`src/rtl/puf_crp_sequencer.sv`:
```
// Query sequencer for one arbiter-PUF: challenge -> reset pulse -> gap -> enable/race -> capture.
// Optional PUF_MAJORITY_VOTE_EN: three evaluation rounds per query, bitwise majority response.
module puf_crp_sequencer #(
    parameter int C_BITS       = 4,
    parameter int R_BITS       = 32,
    parameter int SETUP_CYCLES = 1,
    parameter int RESET_CYCLES = 1,
    parameter int EVAL_CYCLES  = 16 * C_BITS
) (
    input  logic              clk,
    input  logic              reset,
    input  logic              ch_valid,
    output logic              ch_ready,
    input  logic [C_BITS-1:0] ch_data,
    output logic              rsp_valid,
    input  logic              rsp_ready,
    output logic [R_BITS-1:0] rsp_data,
    output logic              busy,
    output logic              puf_reset,
    output logic              puf_enable,
    output logic [C_BITS-1:0] puf_challenge,
    input  logic [R_BITS-1:0] puf_resp
);
    localparam int MAX_SR  = (SETUP_CYCLES > RESET_CYCLES) ? SETUP_CYCLES : RESET_CYCLES;
    localparam int MAX_CYC = (MAX_SR > EVAL_CYCLES) ? MAX_SR : EVAL_CYCLES;
    localparam int CNT_W   = $clog2(MAX_CYC + 1);

    localparam logic [CNT_W-1:0] SETUP_LD = CNT_W'(SETUP_CYCLES);
    localparam logic [CNT_W-1:0] RESET_LD = CNT_W'(RESET_CYCLES);
    localparam logic [CNT_W-1:0] EVAL_LD  = CNT_W'(EVAL_CYCLES);
    localparam logic [CNT_W-1:0] CNT_ONE  = CNT_W'(1);

    typedef enum logic [2:0] {
        S_IDLE, S_SETUP, S_RST, S_GAP, S_EVAL, S_OUT
    } state_t;

    state_t            state_q, state_d;
    logic [CNT_W-1:0]  cnt_q, cnt_d;
    logic [C_BITS-1:0] chal_q, chal_d;
    logic [R_BITS-1:0] rsp_q, rsp_d;
    logic              ch_ready_q, rsp_valid_q, busy_q, puf_reset_q, puf_enable_q;
    logic              accept, last;

`ifdef PUF_MAJORITY_VOTE_EN
    logic [1:0]        round_q, round_d;
    logic [R_BITS-1:0] samp0_q, samp0_d, samp1_q, samp1_d;
    logic [R_BITS-1:0] vote;

    // Third round's sample is voted straight from puf_resp on the capture edge.
    genvar gi;
    generate
        for (gi = 0; gi < R_BITS; gi++) begin : g_vote
            assign vote[gi] = (samp0_q[gi] & samp1_q[gi]) | (samp0_q[gi] & puf_resp[gi])
                            | (samp1_q[gi] & puf_resp[gi]);
        end
    endgenerate
`endif

    assign accept = ch_valid && ch_ready_q;
    assign last   = (cnt_q == CNT_ONE);

    always_comb begin
        state_d = state_q;
        cnt_d   = cnt_q;
        chal_d  = chal_q;
        rsp_d   = rsp_q;
`ifdef PUF_MAJORITY_VOTE_EN
        round_d = round_q;
        samp0_d = samp0_q;
        samp1_d = samp1_q;
`endif
        case (state_q)
            S_IDLE: begin
                if (accept) begin
                    state_d = S_SETUP;
                    cnt_d   = SETUP_LD;
                    chal_d  = ch_data;
                end
            end
            S_SETUP: begin
                if (last) begin
                    state_d = S_RST;
                    cnt_d   = RESET_LD;
                end else begin
                    cnt_d = cnt_q - CNT_ONE;
                end
            end
            S_RST: begin
                if (last) begin
                    state_d = S_GAP;
                    cnt_d   = SETUP_LD;
                end else begin
                    cnt_d = cnt_q - CNT_ONE;
                end
            end
            S_GAP: begin
                if (last) begin
                    state_d = S_EVAL;
                    cnt_d   = EVAL_LD;
                end else begin
                    cnt_d = cnt_q - CNT_ONE;
                end
            end
            S_EVAL: begin
                if (last) begin
`ifdef PUF_MAJORITY_VOTE_EN
                    if (round_q == 2'd2) begin
                        state_d = S_OUT;
                        cnt_d   = '0;
                        rsp_d   = vote;
                        round_d = 2'd0;
                    end else begin
                        state_d = S_RST;
                        cnt_d   = RESET_LD;
                        round_d = round_q + 2'd1;
                        if (round_q == 2'd0) begin
                            samp0_d = puf_resp;
                        end else begin
                            samp1_d = puf_resp;
                        end
                    end
`else
                    state_d = S_OUT;
                    cnt_d   = '0;
                    rsp_d   = puf_resp;
`endif
                end else begin
                    cnt_d = cnt_q - CNT_ONE;
                end
            end
            S_OUT: begin
                if (rsp_ready) begin
                    state_d = S_IDLE;
                end
            end
            default: begin
                state_d = S_IDLE;
                cnt_d   = '0;
            end
        endcase
    end

    // Handshake and PUF controls are decoded from the next state so they leave a flop directly.
    always_ff @(posedge clk) begin
        if (reset) begin
            state_q      <= S_IDLE;
            cnt_q        <= '0;
            chal_q       <= '0;
            rsp_q        <= '0;
            ch_ready_q   <= 1'b1;
            rsp_valid_q  <= 1'b0;
            busy_q       <= 1'b0;
            puf_reset_q  <= 1'b0;
            puf_enable_q <= 1'b0;
`ifdef PUF_MAJORITY_VOTE_EN
            round_q      <= 2'd0;
            samp0_q      <= '0;
            samp1_q      <= '0;
`endif
        end else begin
            state_q      <= state_d;
            cnt_q        <= cnt_d;
            chal_q       <= chal_d;
            rsp_q        <= rsp_d;
            ch_ready_q   <= (state_d == S_IDLE);
            rsp_valid_q  <= (state_d == S_OUT);
            busy_q       <= (state_d != S_IDLE);
            puf_reset_q  <= (state_d == S_RST);
            puf_enable_q <= (state_d == S_EVAL);
`ifdef PUF_MAJORITY_VOTE_EN
            round_q      <= round_d;
            samp0_q      <= samp0_d;
            samp1_q      <= samp1_d;
`endif
        end
    end

    assign ch_ready      = ch_ready_q;
    assign rsp_valid     = rsp_valid_q;
    assign rsp_data      = rsp_q;
    assign busy          = busy_q;
    assign puf_reset     = puf_reset_q;
    assign puf_enable    = puf_enable_q;
    assign puf_challenge = chal_q;

endmodule

```
`config.mk`:
```
export PLATFORM = sky130hd
export DESIGN_NAME = puf_crp_sequencer
export DESIGN_NICKNAME = d
export VERILOG_FILES = /design/src/rtl/puf_crp_sequencer.sv
export SDC_FILE = /design/constraint.sdc
export NUM_CORES = 1
export LEC_CHECK = 0
export CAP_MARGIN = 20
export CORE_ASPECT_RATIO = 1.75
export CORE_MARGIN = 5
export CORE_UTILIZATION = 39
export CTS_BUF_LIST = sky130_fd_sc_hd__clkbuf_8
export DETAILED_ROUTE_END_ITERATION = 6
export PLACE_DENSITY = 0.72
export SYNTH_ARGS = -nofsm -noshare
export SYNTH_HDL_FRONTEND = slang
export SYNTH_SLANG_ARGS = --single-unit
```
`constraint.sdc`:
```
create_clock -name clk -period 5.5 [get_ports clk]
set_clock_uncertainty 0.1 [all_clocks]
set_input_delay 0.825 -clock clk [delete_from_list [all_inputs] [get_ports clk]]
set_output_delay 0.825 -clock clk [all_outputs]
set_load 0.01 [all_outputs]
```
==> results of run 1 <==
[cells in the final DEF, fill, tap and decap left out, types with 3 or more instances in the layout]
cell type        count
dfxtp_1             51
a211oi_1             3
nand4_1              4
clkbuf_8             5
o21ai_0              4
mux2i_1              4
nor4_1               3
nor3_1               6
xor2_1               5
nand2_1             69
nor2_1              14
clkdlybuf4s50_1     80
inv_1                9
a21oi_1             36
[registers in the layout (all words and copies together), names as in the netlist]
| signal | flops |
|---|---|
| puf_reset | 1 |
| cnt_q | 7 |
| rsp_data | 32 |
| busy | 1 |
| puf_challenge | 4 |
| state_q | 3 |
| rsp_valid | 1 |
| ch_ready | 1 |
| puf_enable | 1 |
[power groups by stage]
stage,Sequential [mW],Clock (mW),Combinational (mW)
final,0.451,0.248,0.300
after global routing,0.458,0.271,0.332
after detailed placement,0.459,0,0.298
after floorplan,0.440,0,0.230
after global placement,0.458,0,0.295
after CTS,0.451,0.255,0.301
[final cells by class]
cell class                 count  area (um2)  area share, %
multi-input combinational    184        1020           32.8
sequential                    51        1020           33.0
tap                           76        95.1           3.07
timing repair buffer          83         831           26.8
inverter                       8        30.0          0.970
clock buffer                   5        68.8           2.22
clock inverter                 2        33.8           1.09
[per-layer routing]
layer	share of wire (%)	routed length [um]	vias up	track usage [%]
met2	55	3040	66	27.3
li1	-	-	1024	-
met3	5.5	306	10	3.81
met5	0	0	-	0
met4	2.8	157	0	7.12
met1	37	2060	897	16.3
[worst register-to-register path, stage by stage (launching register included)]
cell and delay [ns]:
dfxtp_1 0.44, ha_1 0.24, nor2b_1 0.48, nand4_1 0.67
buf_4 0.45, nand2_1 0.09, a21oi_1 0.06
[metrics by stage]
stage	cell area [um2]	hold WS [ns]	power, mW	cells
global route	3100	0.376	1.06	409
finish	3100	0.355	0.999	409
detailed placement	2980	0.346	0.757	401
floorplan	2190	0.378	0.671	261
global placement	2980	0.341	0.752	401
CTS	3080	0.357	1.01	408
[how the worst max path moves through the flow]
stage,endpoint,start,depth (start not counted)
finish,rsp_data[17]$_SDFFE_PP0P_,cnt_q[0]$_SDFFE_PP0P_,6
global route,rsp_data[25]$_SDFFE_PP0P_,cnt_q[0]$_SDFFE_PP0P_,6
CTS,rsp_data[4]$_SDFFE_PP0P_,cnt_q[0]$_SDFFE_PP0P_,5
detailed placement,puf_enable$_SDFF_PP0_,reset,5
global placement,puf_enable$_SDFF_PP0_,reset,5
floorplan,puf_enable$_SDFF_PP0_,ch_valid,4
[cell families (layout without fill, tap and decap cells)]
kind of cell	count (synthesis)	count (layout)	synth area share, %
AND/OR/NAND/NOR	116	116	25.3
AO/OA/AOI/OAI	56	56	15.7
flip-flops	51	51	46.5
buffers and inverters	26	98	7.07
XOR/XNOR	6	6	2.40
multiplexers	4	4	1.83
adder cells (fa/ha/maj)	2	2	1.14
==> metrics.yaml, run 1 <==
status: "completed"
synth.distinct_cells: 43
seq_power_share_pct: 45.1
worst-path-buf-inv: 1
h-tree-depth: 2
synth_top_area_cell: "dfxtp_1"
grt_pass1_vias: 1860
pwr-share-clk_pct: 24.8
syn2layout_area_growth_pct: 41.2
grt_usage_pct: 15.3
hold_depth: 2
coreArea_um2: 5540
antenna_left: 0
nFillCells: 529
startpoint_type: "register"
hold_viol_final: 0
critPathTopFamily: "simple AND/OR/NAND/NOR gates"
clk_latency_ns: 0.30
place.gp.congestion: 0.754
synth.net_count: 303
die_y_um: 109
vdd_drop_max_mv: 0.223
clkSinkCount: 51
hold_start: "rsp_data[19]$_SDFFE_PP0P_"
clock_path_buffers: 2
synthFlopType: "dfxtp_1"
remaining_drc_errors: 0
worst_pin_slew_ns: 0.807
synth.most_common_cell: "nand2_1"
ys_seq_area_share_pct: 46.5
clk_pin_slew_ns: 0.09
setup_viol: 0
p_int_mw: 0.677
post_route_cells_drive_above_1_share_pct: 5.11
synth_cells: 261
netlist.area_leader.share_pct: 46.5
yosys-top-cells-count: "nand2_1 (69), dfxtp_1 (51), a21oi_1 (36), nor2_1 (14), inv_1 (8)"
criticalPathCategory: "reg2reg"
via_count: 1997
viasPerCell: 4.88
p_switching_mw: 0.322
die_x_um: 66.7
fin_crit_ns: 2.67
pwr-share-comb_pct: 30.1
synth_edf_count: 0
ff2ff_setup_slack_ns: 2.83
critPathCaptureType: "register"
cellPowerDensity_nw_per_um2: 323
rsz0062_at_grt: "no"
grt_antenna_before_repair: 0
grt_pass1_wl_um: 8500
die_area_um2: 7280
fin_nets: 375
timing.max_cap.violations: 0
ys_ff_latch: 51
max_stage_delay_ns: 0.66
start_util_pct: 39.6
drt-initial-drc-count: 74
r2r-end: "rsp_data[17]$_SDFFE_PP0P_"
cts_tree: "yes"
routed_wl_um: 5570
first_pass_iters: 4
async_flop_share_pct: 0
report.final.slew_viol_count: 0
ioPinCount: 81
max_slew_margin_pct: 46.1
reg2reg_depth: 6
cp.arrival_ns: 2.73
layout_setup_ws_ns: 2.83
timing.fmax_ghz: 0.375
cts-root-buf: "clkbuf_8"
numCtsBuffers: 5
cp_max_fo: 17
routedWlPerCell_um: 13.6
grt_remaining_overflow: 0
hp-class: "reg2reg"
avgSynthCellArea_um2: 8.40
leakage_nw: 1.08
syn_area_um2: 2190
holdPathEnd: "rsp_data[19]$_SDFFE_PP0P_"
postLayoutCoreUtil_pct: 55.9
grt_max_degree: 33
dp_slack_ns: 2.63
r2r-start: "cnt_q[0]$_SDFFE_PP0P_"
fin_crit_sh_pct: 48.5
num_antenna_cells: 0
cts_resized: 0
post-cts-setup-buffers: 0
hold_buffers: 0
yosysWarnings: 0
swShare_pct: 32.2
ys_top_cells_by_area: "dfxtp_1 (47%), nand2_1 (12%), a21oi_1 (8.2%)"
fin_tns_setup_ns: 0
critPathRequiredTime_ns: 5.56
dpl.hpwl_um: 4110
rows: 36
portBuffers: 80
crit_path_top_delay_cell: "nand4_1"
worstPathCellList: "ha_1 -> nor2b_1 -> nand4_1 -> buf_4 -> nand2_1 -> a21oi_1"
No activity file was read; power rests on OpenSTA's default activity.
==> run 2, diff against run 1 <==
clock period = 2.5 ns   (was 5.5 ns; I/O delays follow)
==> run 2 against run 1 <==
  * First-iteration DRC count rose by 5.4%
  * Sequential share of layout area fell by 0.21 points
  * Routed wire length rose by 2.0%
  * Utilization rose by 0.36 points
==> metrics.yaml, run 2 (synthesis gave the netlist of run 1 again) <==
drt-initial-drc-count: 78  # +5.4%
largest_register_ffs: 32  # unchanged
dp_slack_ns: 0.608  # -2.02 ns
layout_commonest_cell: "clkdlybuf4s50_1"
post-cts-setup-buffers: 0  # unchanged
ff_latch_area_um2: 1020  # unchanged
hold_buffers: 0  # unchanged
rsz0062_at_grt: "no"
worst-path-buf-inv: 1  # unchanged
antenna_left: 0  # unchanged
layout_setup_ws_ns: 0.583  # -2.25 ns
r2r-start: "state_q[0]$_SDFF_PP0_"
h-tree-depth: 2  # unchanged
timing.fmax_ghz: 0.522  # +39%
worstPathCellList: "nor2_1 -> nand4_1 -> buf_4 -> nand2_1 -> a21oi_1"
multi_input_area_um2: 1020  # unchanged
clk_latency_ns: 0.30  # about the same
first_pass_iters: 4  # unchanged
grt_max_degree: 36  # +9.1%
setup_viol: 0  # unchanged
leakage_nw: 1.10  # +1.4%
die_area_um2: 7280  # unchanged
dpl.hpwl_um: 4230  # +2.9%
place.gp.congestion: 0.842  # +12%
cts_resized: 0  # unchanged
dr_wl_met3_um: 278  # -9.2%
syn2layout_area_growth_pct: 42.1
wl_met1_um: 2100  # +1.6%
die_y_um: 109  # unchanged
r2r-end: "rsp_data[19]$_SDFFE_PP0P_"
rows: 36  # unchanged
max_stage_delay_ns: 0.82  # +0.16 ns
placed_cells: 405  # +1.0%
fin_crit_sh_pct: 76.7  # +28 points
numCtsBuffers: 5  # unchanged
hold_viol_final: 0  # unchanged
fin_tns_setup_ns: 0  # unchanged
fin_nets: 378  # +0.80%
via_count: 2030  # +1.7%
worst_pin_slew_ns: 0.755  # -0.0520 ns
routed_wl_um: 5680  # +2.0%
coreArea_um2: 5540  # unchanged
cp.arrival_ns: 2.06  # -0.67 ns
fin_crit_ns: 1.92  # -0.751 ns
post_route_cells_drive_above_1_share_pct: 6.23  # +1.1 points
clk_pin_slew_ns: 0.09  # about the same
clkSinkCount: 51  # unchanged
vdd_drop_max_mv: 0.638  # +190%
grt_pass1_wl_um: 8890  # +4.6%
crit_path_top_delay_cell: "dfxtp_1"
grt_usage_pct: 15.8  # +0.55 points
remaining_drc_errors: 0  # unchanged
reg2reg_depth: 5  # -1
ff2ff_setup_slack_ns: 0.58  # -2.25 ns
grt_antenna_before_repair: 0  # unchanged
clock_path_buffers: 2  # unchanged
grt_pass1_vias: 1912  # +2.8%
start_util_pct: 39.6  # unchanged
max_slew_margin_pct: 49.6  # +3.5 points
num_antenna_cells: 0  # unchanged
final_cell_mix: "clkdlybuf4s50_1 (80), nand2_1 (69), dfxtp_1 (51), a21oi_1 (36), nor2_1 (14)"
cp_max_fo: 32  # +15
timing.max_cap.violations: 0  # unchanged
report.final.slew_viol_count: 0  # unchanged
ioPinCount: 81  # unchanged
hp-class: "reg2reg"
nFillCells: 512  # -3.2%
critPathCaptureType: "register"
cts-root-buf: "clkbuf_8"
wl_met2_um: 3150  # +3.5%
viasPerCell: 4.92  # +0.67%
portBuffers: 80  # unchanged
finalNonFillerCells: 413  # +0.98%
status: "completed"
critPathRequiredTime_ns: 2.64  # -2.92 ns
die_x_um: 66.7  # unchanged
crit_path_start: "state_q[0]$_SDFF_PP0_"
crit_path_end: "rsp_data[19]$_SDFFE_PP0P_"
startpoint_type: "register"
grt_remaining_overflow: 0  # unchanged
cellPowerDensity_nw_per_um2: 697  # +120%
cts_tree: "yes"
hold_ws_ns: 0.357  # +0.00229 ns
cp.depth: 5  # -1
routedWlPerCell_um: 13.8  # +0.99%
critPathTopFamily: "flip-flops"
criticalPathCategory: "reg2reg"
highest_layer: "met4"
==> run 2: layout make-up <==
| cell class | instances | share of cell area [%] |
|---|---|---|
| well taps | 76 | 3.05 |
| multi-input cells | 184 | 32.6 |
| clock buffers | 6 | 2.65 |
| repair buffers | 86 | 27.5 |
| clock inverters | 2 | 0.401 |
| flip-flops and latches | 51 | 32.8 |
| inverters | 8 | 0.963 |
==> run 2: power breakdown <==
group,internal (mW),switching (mW),total [mW]
Clock,0.223,0.265,0.488
Combinational,0.340,0.349,0.689
Sequential,0.878,0.118,0.995
==> run 2: worst min path at each step <==
stage	startpoint	to	slack [ns]	depth (start not counted)
2_1_floorplan	rsp_data[0]$_SDFFE_PP0P_	rsp_data[0]$_SDFFE_PP0P_	0.38	2
4_1_cts	rsp_data[8]$_SDFFE_PP0P_	rsp_data[8]$_SDFFE_PP0P_	0.36	2
6_report	rsp_data[6]$_SDFFE_PP0P_	rsp_data[6]$_SDFFE_PP0P_	0.36	2
3_5_place_dp	rsp_data[23]$_SDFFE_PP0P_	rsp_data[23]$_SDFFE_PP0P_	0.35	2
5_1_grt	rsp_data[23]$_SDFFE_PP0P_	rsp_data[23]$_SDFFE_PP0P_	0.37	2
3_3_place_gp	rsp_data[23]$_SDFFE_PP0P_	rsp_data[23]$_SDFFE_PP0P_	0.34	2
==> run 2: through the flow <==
| step | cell area (um2) | total power [mW] | utilization, % |
|---|---|---|---|
| after detailed placement | 3020 | 1.70 | 54.5 |
| after global routing | 3120 | 2.30 | 56.3 |
| after floorplan | 2190 | 1.48 | - |
| after global placement | 3020 | 1.68 | 54.5 |
| after CTS | 3120 | 2.19 | 56.3 |
| final | 3120 | 2.17 | 56.3 |
==> run 2: metal layers <==
layer | vias to the layer above | global-route usage (%)
li1 | 1036 | -
met1 | 931 | 16.2
met2 | 53 | 29.6
met3 | 10 | 3.20
met4 | 0 | 7.41
met5 | - | 0
==> run 2: worst reg2reg max path, delay by kind of cell (launching register included) <==
family	cells	cell delay, ns
buffers and inverters	1	0.34
AO/OA/AOI/OAI	1	0.15
AND/OR/NAND/NOR	3	0.44
flip-flops	1	0.82
==> run 3, diff against run 2 <==
PLACE_DENSITY = 0.75   (was 0.72)
clock period = 1.58 ns   (was 2.5 ns; I/O delays follow)
==> run 3 against run 2 <==
  * Clock power rose by 68%
  * Non-clock buffer count grew 31
  * Critical endpoint is now cnt_q[0]$_SDFFE_PP0P_
  * Cell area increased by 18%
  * Combinational power rose to 3.0 times the previous value
  * Fmax rose by 11%
  * The run now ends with negative setup slack left
  * Sequential power rose by 50%
  * Global-route usage is 1.8 points higher
  * Largest cell class is now multi-input combinational cells
  * First-iteration DRC count is 35% higher
==> metrics.yaml, run 3 (synthesis gave the netlist of run 1 again) <==
rsz0062_at_grt: "yes"
max_slew_margin_pct: 78.2  # +29 points
clk_latency_ns: 0.30  # about the same
nFillCells: 458  # -11%
ff2ff_setup_slack_ns: -0.15  # -0.73 ns
num_antenna_cells: 0  # unchanged
violations: "negative setup slack"
clk_pin_slew_ns: 0.09  # about the same
fin_crit_sh_pct: 109  # +33 points
clkSinkCount: 51  # unchanged
remaining_drc_errors: 0  # unchanged
cp.arrival_ns: 1.82  # -0.24 ns
fin_crit_ns: 1.73  # -0.191 ns
ff_latch_area_um2: 1030  # +0.61%
total_power_mw: 4.37  # +100%
antenna_left: 0  # unchanged
largest_register_ffs: 32  # unchanged
postLayoutCoreUtil_pct: 66.6  # +10 points
criticalPathCategory: "reg2reg"
leakage_nw: 1.47  # +34%
die_area_um2: 7280  # unchanged
reg2reg_depth: 3  # -2
swShare_pct: 33.8  # +0.11 points
via_count: 2229  # +9.8%
holdPathEnd: "rsp_data[7]$_SDFFE_PP0P_"
timing.max_cap.violations: 0  # unchanged
place.gp.congestion: 0.929  # +10%
start_util_pct: 39.6  # unchanged
hold_ws_ns: 0.356  # -0.000954 ns
viasPerCell: 5.02  # +2.1%
vdd_drop_max_mv: 1.23  # +93%
routed_wl_um: 6710  # +18%
setup_viol: 42  # +42
r2r-end: "cnt_q[0]$_SDFFE_PP0P_"
critPathRequiredTime_ns: 1.67  # -0.97 ns
r2r-start: "cnt_q[5]$_SDFFE_PP0P_"
die_x_um: 66.7  # unchanged
pwr-share-comb_pct: 47.2  # +16 points
place_area_um2: 3250  # +7.5%
cellPowerDensity_nw_per_um2: 1190  # +70%
hp-class: "reg2reg"
hold_viol_final: 0  # unchanged
seq_power_share_pct: 34.1  # -12 points
layout_commonest_cell: "clkdlybuf4s50_1"
rows: 36  # unchanged
cts_tree: "yes"
report.final.slew_viol_count: 0  # unchanged
fin_tns_setup_ns: -3.29  # -3.29 ns
fin_nets: 409  # +8.2%
p_int_mw: 2.89  # +100%
multi_input_area_um2: 1220  # +20%
grt_pass1_wl_um: 9740  # +9.5%
grt_usage_pct: 17.6  # +1.8 points
routedWlPerCell_um: 15.1  # +9.9%
first_pass_iters: 4  # unchanged
portBuffers: 80  # unchanged
timing.fmax_ghz: 0.580  # +11%
numCtsBuffers: 5  # unchanged
p_switching_mw: 1.48  # +100%
grt_antenna_before_repair: 0  # unchanged
hold_buffers: 0  # unchanged
worst_pin_slew_ns: 0.326  # -0.429 ns
pwr-share-clk_pct: 18.7  # -3.8 points
status: "finished with violations"
drt-initial-drc-count: 105  # +35%
grt_remaining_overflow: 0  # unchanged
startpoint_type: "register"
coreArea_um2: 5540  # unchanged
grt_pass1_vias: 2166  # +13%
fin_area_um2: 3690  # +18%
final_cell_mix: "clkdlybuf4s50_1 (72), nand2_1 (58), dfxtp_1 (48), a21oi_1 (29), buf_4 (27)"
cts-root-buf: "clkbuf_8"
post_route_cells_drive_above_1_share_pct: 25.0  # +19 points
dpl.hpwl_um: 4510  # +6.8%
hold_depth: 2  # unchanged
ioPinCount: 81  # unchanged
hold_start: "rsp_data[7]$_SDFFE_PP0P_"
h-tree-depth: 2  # unchanged
critPathCaptureType: "register"
clock_path_buffers: 2  # unchanged
layout_setup_ws_ns: -0.146  # -0.729 ns
die_y_um: 109  # unchanged
syn2layout_area_growth_pct: 68.1
cp_max_fo: 5  # -84%
grt_max_degree: 34  # -5.6%
## run 3: cell types whose count changed in the layout (fill, tap and decap cells not counted), moves of 4 or more
cell and delta:
nand2_4 +4, nand2_2 +7, a21oi_1 -7, buf_4 +22, buf_12 +4, dlymetal6s2s_1 +7, nand2_1 -11, a21oi_2 +7
clkdlybuf4s50_1 -8
## run 3: per-layer routing
layer	part of all wire [%]	global-route usage, %	wire length, um	up-vias
li1	-	-	-	1098
met1	36	18.2	2400	1036
met2	55	30.5	3710	69
met3	3.8	3.71	255	26
met4	5.2	12.8	351	0
met5	0	0	0	-
## run 3: how the worst max path moves through the flow
stage / from / to
2_1_floorplan: cnt_q[5]$_SDFFE_PP0P_ / cnt_q[0]$_SDFFE_PP0P_
3_3_place_gp: ch_valid / puf_enable$_SDFF_PP0_
3_5_place_dp: ch_valid / cnt_q[5]$_SDFFE_PP0P_
4_1_cts: cnt_q[5]$_SDFFE_PP0P_ / cnt_q[0]$_SDFFE_PP0P_
5_1_grt: cnt_q[3]$_SDFFE_PP0P_ / rsp_data[17]$_SDFFE_PP0P_
6_report: cnt_q[5]$_SDFFE_PP0P_ / cnt_q[0]$_SDFFE_PP0P_
## run 3: what timing repair did
action	4_1_cts	5_1_grt
gates resized for setup	22	41
cloned	1	1
setup endpoints to repair	43	55
pin swaps	7	22
buffers inserted	4	3
## run 3: power by group through the flow
stage / clock network (mW) / registers [mW] / logic [mW]
finish: 0.818 / 1.49 / 2.06
global route: 0.920 / 1.51 / 2.22
CTS: 0.849 / 1.49 / 1.77
detailed placement: 0 / 1.51 / 1.53
global placement: 0 / 1.50 / 1.50
floorplan: 0 / 1.54 / 0.815
## run 3: cell type report
type                    count  share of cell area [%]
clock buffers               7                    2.61
clock inverters             1                   0.204
inverters                   8                   0.814
multi-input cells         184                    33.1
flip-flops and latches     51                    27.9
well taps                  76                    2.58
repair buffers            117                    32.8
## run 3: through the flow
stage,worst slack (ns),cells
after CTS,-0.0992,440
after floorplan,-0.0545,261
final,-0.146,444
after global routing,-0.203,444
after global placement,-0.138,427
after detailed placement,-0.178,427
## run 3: worst max-delay path, stage by stage, from the launching register on
cell and delay (ns):
dfxtp_2 0.33, or4_4 0.59, or3_4 0.35, a32o_1 0.25
